===== src/rtl/calc_pkg.sv =====
// Shared opcodes, FSM encoding and constants for the calc_pipe arithmetic engine.
package calc_pkg;

  localparam logic [2:0] OP_ADD = 3'd0;
  localparam logic [2:0] OP_SUB = 3'd1;
  localparam logic [2:0] OP_MUL = 3'd2;
  localparam logic [2:0] OP_DIV = 3'd3;
  localparam logic [2:0] OP_REM = 3'd4;
  localparam logic [2:0] OP_AND = 3'd5;
  localparam logic [2:0] OP_OR  = 3'd6;
  localparam logic [2:0] OP_XOR = 3'd7;

  typedef enum logic [1:0] {
    ST_IDLE = 2'd0,
    ST_EXEC = 2'd1,
    ST_DIV  = 2'd2
  } state_t;

  // Sliced down to the operand width; supports WIDTH up to 128.
  localparam logic [127:0] DIV_ZERO_Q = '1;

endpackage


===== src/rtl/calc_fifo.sv =====
// Synchronous result FIFO; pointers carry an extra wrap bit to tell full from empty.
module calc_fifo #(
  parameter int DEPTH = 4,
  parameter int DW    = 34
) (
  input  logic                         clk,
  input  logic                         rst,
  input  logic                         push,
  input  logic [DW-1:0]                push_data,
  input  logic                         pop,
  output logic [DW-1:0]                pop_data,
  output logic                         full,
  output logic                         empty,
  output logic [$clog2(DEPTH+1)-1:0]   level
);

  localparam int AW = $clog2(DEPTH);

  logic [DW-1:0] mem [DEPTH];
  logic [AW:0]   wr_ptr;
  logic [AW:0]   rd_ptr;
  logic          do_push;
  logic          do_pop;

  assign empty   = (wr_ptr == rd_ptr);
  assign full    = (wr_ptr[AW] != rd_ptr[AW]) && (wr_ptr[AW-1:0] == rd_ptr[AW-1:0]);
  assign do_push = push && !full;
  assign do_pop  = pop && !empty;
  assign level   = wr_ptr - rd_ptr;
  assign pop_data = mem[rd_ptr[AW-1:0]];

  always_ff @(posedge clk or posedge rst) begin
    if (rst) begin
      wr_ptr <= '0;
      rd_ptr <= '0;
    end else begin
      if (do_push) wr_ptr <= wr_ptr + (AW+1)'(1);
      if (do_pop)  rd_ptr <= rd_ptr + (AW+1)'(1);
    end
  end

  always_ff @(posedge clk) begin
    if (do_push) mem[wr_ptr[AW-1:0]] <= push_data;
  end

endmodule


===== src/rtl/calc_pipe.sv =====
// Back-pressured calculator: 8-op ALU, iterative restoring divider, in-order result FIFO.
module calc_pipe
  import calc_pkg::*;
#(
  parameter int WIDTH = 32,
  parameter int DEPTH = 4
) (
  input  logic                        clk,
  input  logic                        rst,
  input  logic                        in_valid,
  output logic                        in_ready,
  input  logic [2:0]                  in_op,
  input  logic [WIDTH-1:0]            in_a,
  input  logic [WIDTH-1:0]            in_b,
  output logic                        out_valid,
  input  logic                        out_ready,
  output logic [WIDTH-1:0]            out_data,
  output logic                        out_ovf,
  output logic                        out_err,
  output logic [$clog2(DEPTH+1)-1:0]  level,
  output logic                        busy
);

  localparam int CW = $clog2(WIDTH);

  state_t                 state, state_nxt;
  logic [CW-1:0]          cnt;
  logic                   accept;
  logic [2:0]             op_p0;
  logic [WIDTH-1:0]       a_p0, b_p0;
  logic [WIDTH:0]         rem_p1;
  logic [WIDTH-1:0]       quo_p1;
  logic [WIDTH+1:0]       shifted;
  logic [WIDTH+1:0]       trial;
  logic                   ge;
  logic [WIDTH:0]         rem_nxt;
  logic [WIDTH-1:0]       quo_nxt;
  logic                   push;
  logic [WIDTH+1:0]       push_data;
  logic [WIDTH+1:0]       head;
  logic                   fifo_full, fifo_empty;

  function automatic logic [WIDTH+1:0] alu_exec(input logic [2:0] op,
                                                input logic [WIDTH-1:0] a,
                                                input logic [WIDTH-1:0] b);
    logic [WIDTH:0]     sum;
    logic [WIDTH:0]     diff;
    logic [2*WIDTH-1:0] prod;
    logic [WIDTH-1:0]   d;
    logic               ovf, err;
    sum  = {1'b0, a} + {1'b0, b};
    diff = {1'b0, a} - {1'b0, b};
    prod = {{WIDTH{1'b0}}, a} * {{WIDTH{1'b0}}, b};
    d    = '0;
    ovf  = 1'b0;
    err  = 1'b0;
    case (op)
      OP_ADD: begin d = sum[WIDTH-1:0];   ovf = sum[WIDTH];            end
      OP_SUB: begin d = diff[WIDTH-1:0];  ovf = diff[WIDTH];           end
      OP_MUL: begin d = prod[WIDTH-1:0];  ovf = |prod[2*WIDTH-1:WIDTH]; end
      // Only divide-by-zero reaches EXEC with a divide opcode.
      OP_DIV: begin d = DIV_ZERO_Q[WIDTH-1:0]; err = 1'b1; end
      OP_REM: begin d = a;                     err = 1'b1; end
      OP_AND: d = a & b;
      OP_OR:  d = a | b;
      default: d = a ^ b;
    endcase
    return {d, ovf, err};
  endfunction

  assign in_ready = !rst && (state == ST_IDLE) && !fifo_full;
  assign accept   = in_valid && in_ready;
  assign busy     = (state != ST_IDLE);

  // Restoring divide step: shift in the next dividend bit, subtract if it fits.
  assign shifted = {rem_p1, quo_p1[WIDTH-1]};
  assign trial   = shifted - {2'b00, b_p0};
  assign ge      = (shifted >= {2'b00, b_p0});
  assign rem_nxt = ge ? trial[WIDTH:0] : shifted[WIDTH:0];
  assign quo_nxt = {quo_p1[WIDTH-2:0], ge};

  always_ff @(posedge clk or posedge rst) begin
    if (rst) begin
      state <= ST_IDLE;
      cnt   <= '0;
    end else begin
      state <= state_nxt;
      if (accept)                         cnt <= CW'(WIDTH-1);
      else if (state == ST_DIV && cnt != '0) cnt <= cnt - CW'(1);
    end
  end

  always_comb begin
    state_nxt = state;
    push      = 1'b0;
    push_data = '0;
    case (state)
      ST_IDLE: begin
        if (accept)
          state_nxt = ((in_op == OP_DIV || in_op == OP_REM) && in_b != '0) ? ST_DIV : ST_EXEC;
      end
      ST_EXEC: begin
        push      = 1'b1;
        push_data = alu_exec(op_p0, a_p0, b_p0);
        state_nxt = ST_IDLE;
      end
      ST_DIV: begin
        if (cnt == '0) begin
          push      = 1'b1;
          push_data = {(op_p0 == OP_REM) ? rem_nxt[WIDTH-1:0] : quo_nxt, 2'b00};
          state_nxt = ST_IDLE;
        end
      end
      default: state_nxt = ST_IDLE;
    endcase
  end

  // p0: operands latched at accept; p1: divider working registers
  always_ff @(posedge clk) begin
    if (accept) begin
      op_p0  <= in_op;
      a_p0   <= in_a;
      b_p0   <= in_b;
      rem_p1 <= '0;
      quo_p1 <= in_a;
    end else if (state == ST_DIV) begin
      rem_p1 <= rem_nxt;
      quo_p1 <= quo_nxt;
    end
  end

  calc_fifo #(.DEPTH(DEPTH), .DW(WIDTH+2)) u_fifo (
    .clk       (clk),
    .rst       (rst),
    .push      (push),
    .push_data (push_data),
    .pop       (out_ready),
    .pop_data  (head),
    .full      (fifo_full),
    .empty     (fifo_empty),
    .level     (level)
  );

  // Head is masked while empty so the unreset storage never shows through.
  assign out_valid = !fifo_empty;
  assign out_data  = out_valid ? head[WIDTH+1:2] : '0;
  assign out_ovf   = out_valid && head[1];
  assign out_err   = out_valid && head[0];

endmodule

===== config.mk =====
export PLATFORM = sky130hd
export DESIGN_NAME = calc_pipe
export DESIGN_NICKNAME = d
export VERILOG_FILES = /design/src/rtl/calc_pkg.sv /design/src/rtl/calc_fifo.sv /design/src/rtl/calc_pipe.sv
export SDC_FILE = /design/constraint.sdc
export NUM_CORES = 2
export LEC_CHECK = 0
export BUFFER_PORTS_ARGS = -buffer_cell sky130_fd_sc_hd__buf_2
export CAP_MARGIN = 20
export CORE_AREA = 3 3 278 280
export CTS_CLUSTER_DIAMETER = 120
export DETAILED_ROUTE_END_ITERATION = 8
export DIE_AREA = 0 0 281 283
export PLACE_DENSITY_LB_ADDON = 0.3
export SLEW_MARGIN = 20
export SYNTH_ARGS = -nofsm -noshare
export SYNTH_HDL_FRONTEND = slang
export SYNTH_SLANG_ARGS = --single-unit

===== constraint.sdc =====
create_clock -name clk -period 15 [get_ports clk]
set_input_delay 0.75 -clock clk [delete_from_list [all_inputs] [get_ports clk]]
set_output_delay 0.75 -clock clk [all_outputs]
set_load 0.05 [all_outputs]

**Word level (Yosys, flattened, before mapping)**

Memories as Yosys holds them, arrays and structs flattened.
Cells that the tools add are included.

- Register bits after elaboration: 145
- Bits in writable memories: 136
- Bits of input ports: 71
- Output and inout bits: 40
- Word-level logic and storage cells: 82
- Memories: 1

- $add $sub $neg: 7
- Multiply operators: 1
- Magnitude comparators: 1
- Equal/unequal tests: 15
- Multiplexer cells: 20
- Bitwise gates (word level): 3
- Reductions and logical operators: 25

Memories:

| name | words | width | read ports | clocked after memory_dff | write ports | RTL line | source |
|---|---|---|---|---|---|---|---|
| u_fifo.mem | 4 | 34 | 1 | 0 | 1 | calc_fifo.sv:19 | `logic [DW-1:0] mem [DEPTH];` |

Operators by type and width:

| operator | number |
|---|---|
| 32-bit one-hot mux with 7 select lines | 1 |
| 32-bit 2-to-1 mux | 4 |
| 34-bit one-hot mux with 2 select lines | 1 |
| 32-bit by 32-bit multiplier with 64-bit output | 1 |
| 34-bit by 32-bit greater-or-equal comparator with 1-bit output | 1 |
| 34-bit 2-to-1 mux | 1 |
| 32-bit by 32-bit adder with 33-bit output | 1 |
| 33-bit 2-to-1 mux | 1 |
| 32-bit by 32-bit subtractor with 33-bit output | 1 |
| 33-bit by 32-bit subtractor with 33-bit output | 1 |
| 32-bit bitwise AND | 1 |
| 32-bit bitwise OR | 1 |
| 32-bit nonzero test | 1 |
| 32-bit OR reduction | 1 |
| 32-bit XOR | 1 |
| 3-bit == test, second input constant | 4 |
| 1-bit logical AND | 10 |
| 5-bit 2-to-1 mux | 2 |
| 3-bit by 2-bit == test with 1-bit output, second input constant | 3 |
| 3-bit by 1-bit adder with 3-bit output, second input constant | 2 |
| 2-bit 2-to-1 mux | 3 |
| 2-bit nonzero test | 3 |
| 5-bit logical NOT | 1 |
| 5-bit nonzero test | 1 |
| 20 further kinds | 25 |

**Depth between registers and ports, before layout**

- Word-level depth: 7
- Mapped depth: 33

**By module**

A second synthesis with hierarchy kept.

- Cell total of the unflattened synthesis: 5,494
- Area total of the unflattened synthesis: 50,413.4 um^2

By module, submodules not included:

| module | times used | cells an instance | area each (um^2) | seq. area each (um^2) |
|---|---|---|---|---|
| calc_pipe | 1 | 5,270 | 45,036.9 | 3,808.7 |
| calc_fifo | 1 | 224 | 5,376.4 | 4,234.1 |

**Worst setup path after synthesis**

OpenSTA, ideal clock, no wires.

- Kind: register -> register
- Start: register a_p0[27]
- End: memory u_fifo.mem[0][1], data pin
- Setup time: 278 ps
- Arrival: 7,800 ps
- Required time: 14,722 ps
- Setup slack: 6,921 ps
- Cell stages (with the launch flop): 27
- Path buffers: 2
- Path through: edfxtp_1 -> clkbuf_1 -> clkinv_1 -> clkbuf_1 -> nor2_1 -> fa_1 -> inv_1 -> fa_1 -> fa_1 -> fa_1 -> fa_1 -> fa_1 -> fa_1 -> fa_1 -> inv_1 -> ha_1 -> a21oi_1 -> o21ai_0 -> a221o_1 -> a2111oi_0 -> o22ai_1 -> o21ai_0 -> mux2_2 -> a2111oi_2 -> nand4_1 -> nor3_1 -> a21oi_1

- Word-level cells in the longest chain between the ends: 4

Ends and longest elaborated chain:

| element | RTL line | source |
|---|---|---|
| start: declaration | calc_pipe.sv:30 | `logic [WIDTH-1:0] a_p0, b_p0;` |
| start signal: assignment | calc_pipe.sv:122 | `a_p0 <= in_a;` |
| 32-bit by 32-bit multiplier with 64-bit output | calc_pipe.sv:53 | `prod = {{WIDTH{1'b0}}, a} * {{WIDTH{1'b0}}, b};` |
| 32-bit OR reduction | calc_pipe.sv:60 | `OP_MUL: begin d = prod[WIDTH-1:0]; ovf = \|prod[2*WIDTH-1:WIDTH]; end` |
| 1-bit one-hot mux with 3 select lines * | calc_pipe.sv:57 | `case (op)` |
| 34-bit one-hot mux with 2 select lines * | calc_pipe.sv:97 | `case (state)` |
| named net push_data[1] | calc_pipe.sv:39 | `logic [WIDTH+1:0] push_data;` |
| end: declaration | calc_fifo.sv:19 |  |

Mark *: on every way through the listed nets, which the timed path passes. The rest lies on a longest branch.

**Worst setup path in the final report**

- Start: register a_p0[17]
- End: memory u_fifo.mem[3][1], data pin

The elaborated chain is that of the path after synthesis.

==> metrics.md <==
| Metric | Value |
|---|---|
| Initial core utilization | `0.671` |
| GRT overflow | `0` |
| Post-CTS sizing | `0` |
| Via count | `42600` |
| Fmax | `89.7 MHz` |
| Root buf cell | `clkbuf_16` |
| Htree depth | `1` |
| Layout Nets | `6788` |
| Max-Slew Margin vs Limit | `0.0922` |
| Max Clock Skew | `20.4 ps` |
| Initial antenna violation count | `13` |
| Largest area contributor in the netlist | `fa_1` |
| WP data required | `15190 ps` |
| Post-Syn Nets | `6865` |
| Layout cells sized above 1 | `0.0633` |
| Slew of the pin with the lowest slew margin | `1360 ps` |
| I/O pin total | `111` |
| Reg clk slew, reported paths | `80 ps` |
| Ys async rst share | `0.0463` |
| Die Area | `0.0795 mm2` |
| Register bit total from synthesis | `281` |
| Drt pass-1 iters | `9` |
| CP bufs+invs | `3` |
| Synth warn | `0` |
| Failing checks | `design-rule violations` |
| Largest net degree at the start of global routing | `73` |
| Crit path largest cell delay | `1220 ps` |
| Port Buffer Count | `110` |
| Avg Cell Area, Syn | `9.13 um2` |
| Die Height | `283 um` |
| Setup Crit Path Kind | `reg -> reg` |
| Final count of hold timing violations | `0` |
| Slew Limit Fails | `0` |
| Fin crit share | `0.743` |
| Hold Path Class | `in -> async` |
| Most frequent cell after synthesis | `fa_1` |
| Post-synth EDFFs | `235` |
| Syn-to-layout area delta | `4.68%` |
| RSZ-0062 raised after global routing | `no` |
| Most used cell, CP | `fa_1` |
| Fin Setup TNS | `0 ps` |
| Average wire per standard cell | `27.3 um` |
| Synthesized netlist cell count | `5491` |
| Setup crit end kind | `flip-flop` |
| Status | `finished, violations left` |
| CP max-delay cell | `clkinv_1` |
| Post-Syn Area | `0.0501 mm2` |
| # rows | `100` |
| Register area share after synthesis | `0.160` |
| Die width | `281 um` |
| Dominant cells by area after synthesis | `fa_1, edfxtp_1, ha_1` |
| Crit-path cells | `clkinv_1 -> nor2_1 -> fa_1 -> fa_1 -> inv_1 -> fa_1 -> fa_1 -> inv_1 -> fa_1 -> fa_1 -> fa_1 -> fa_1 -> ha_1 -> a21oi_1 -> o21ai_0 -> o21bai_1 -> a21oi_1 -> o21ai_0 -> mux2_2 -> nor4_1 -> nand4_1 -> nor3_1 -> a21oi_1` |
| Num CTS Buffers | `26` |
| Final min period | `11150 ps` |
| Yosys cell types | `94` |
| Initial drt markers | `5285` |
| # Max-Cap Violations | `0` |
| DR DRC count | `1` |
| Top_reg_cell synth | `edfxtp_1` |
| # clock sinks | `281` |
| Top-area cell type share of the netlist area | `0.359` |
| Vias in the first global route | `43500` |
| Kind of cell with the highest combined delay on the critical path | `adder cells` |
| Setup Viol. Count Final | `0` |
| Tot GR Track Use | `0.443` |
| RePlAce Congestion | `1.05` |
| Vias/cell | `6.64` |
| Synth top cells by count | `fa_1, inv_1, nor2_1, nand2_1, ha_1` |
| Worst EP arrival | `11340 ps` |
| Final HPWL DP | `133000 um` |
| Postcts setup bufs | `0` |
| Global-route wire length before repair | `263000 um` |
| # hold bufs at CTS | `0` |
| Crit Path Max Fanout | `18` |
| CTS tree | `built` |
| Total wire length | `175000 um` |
| Clk buf depth | `3` |
| Clock Latency Late Sink | `570 ps` |
| Number of fill cells | `5742` |
| Core Region | `0.0747 mm2` |
| Final ANT Viol Nets | `0` |
| CP Launch Type | `flip-flop` |
==> layout make-up <==
cell class	count	area (um2)	area share
multi-input cells	4019	37600	0.717
flip-flops and latches	281	8040	0.153
inverters	882	3310	0.0631
repair buffers	204	1270	0.0243
well taps	969	1210	0.0231
clock buffers	28	658	0.0125
clock inverters	20	332	0.00632
diodes	10	25.0	0.000477
==> flip-flops by register name (all words and copies together), names as in the netlist <==
signal / count
u_fifo.mem: 136
op_p0: 3
rem_p1: 33
state: 2
u_fifo.rd_ptr: 3
b_p0: 32
u_fifo.wr_ptr: 3
cnt: 5
a_p0: 32
quo_p1: 32
==> worst register-to-register path: cells and delay by family, from the launching register on <==
kind | cells | cell delay, ps
AOI/OAI and AO/OA | 6 | 2210
adders and majority gates | 9 | 4450
buffers and inverters | 3 | 1360
DFF | 1 | 1080
muxes | 1 | 330
and+or+nand+nor | 4 | 1340
==> per-stage QoR <==
stage | std cells | utilization | cell area (um2) | hold slack [ps] | setup WS (ps)
final | 6413 | 0.703 | 52500 | 238 | 3850
after global placement | 6352 | 0.688 | 51400 | 474 | 4660
after floorplan | 5491 | - | 50100 | 462 | 6920
after CTS | 6400 | 0.702 | 52400 | 239 | 4410
after global routing | 6403 | 0.702 | 52500 | 273 | 3930
after detailed placement | 6352 | 0.688 | 51400 | 478 | 4430
==> cell usage in the layout, fill, tap and decap left out, drive strengths merged, types with 37 or more instances in the layout <==
| cell type | instances |
|---|---|
| and2 | 51 |
| xnor2 | 63 |
| nor3 | 45 |
| o21ai | 197 |
| edfxtp | 235 |
| a21o | 41 |
| inv | 861 |
| nand2 | 683 |
| fa | 899 |
| nor2 | 780 |
| a211oi | 42 |
| buf | 203 |
| mux4 | 37 |
| a21oi | 215 |
| nand3 | 40 |
| mux2i | 51 |
| ha | 404 |
==> cell families after synthesis <==
kind of cell	synth area share
AOI/OAI and AO/OA	0.0997
xor gates and xnor gates	0.0164
adders and majority gates	0.460
buffers and inverters	0.0898
DFF	0.160
muxes	0.0295
and+or+nand+nor	0.144
==> path summary, 6_finish.rpt <==
path	startpoint	to	slack [ps]	cells past startpoint
worst min register to register	u_fifo.wr_ptr[2]$_DFFE_PP0P_	u_fifo.wr_ptr[2]$_DFFE_PP0P_	480	1
worst max-delay path	a_p0[17]$_DFFE_PP_	u_fifo.mem[3][1]$_DFFE_PP_	3850	23
min in group clk	in_b[17]	b_p0[17]$_DFFE_PP_	370	1
worst max register to register	a_p0[17]$_DFFE_PP_	u_fifo.mem[3][1]$_DFFE_PP_	3850	23
max in group asynchronous	rst	u_fifo.rd_ptr[0]$_DFFE_PP0P_	14370	2
worst min-delay path	rst	state[0]$_DFFE_PP0P_	240	2
==> metal layers <==
metal	part of all wire	vias up	wire (um)	global-route usage
met2	0.42	3424	73700	0.637
met5	0.00048	-	84	0.00733
met4	0.084	8	14700	0.287
met1	0.34	20800	59800	0.561
met3	0.15	926	26500	0.171
li1	-	17400	-	-
Power is left out: the tool's default activity adds up to more than one toggle a clock period on the data nets, which glitch-free logic cannot reach.
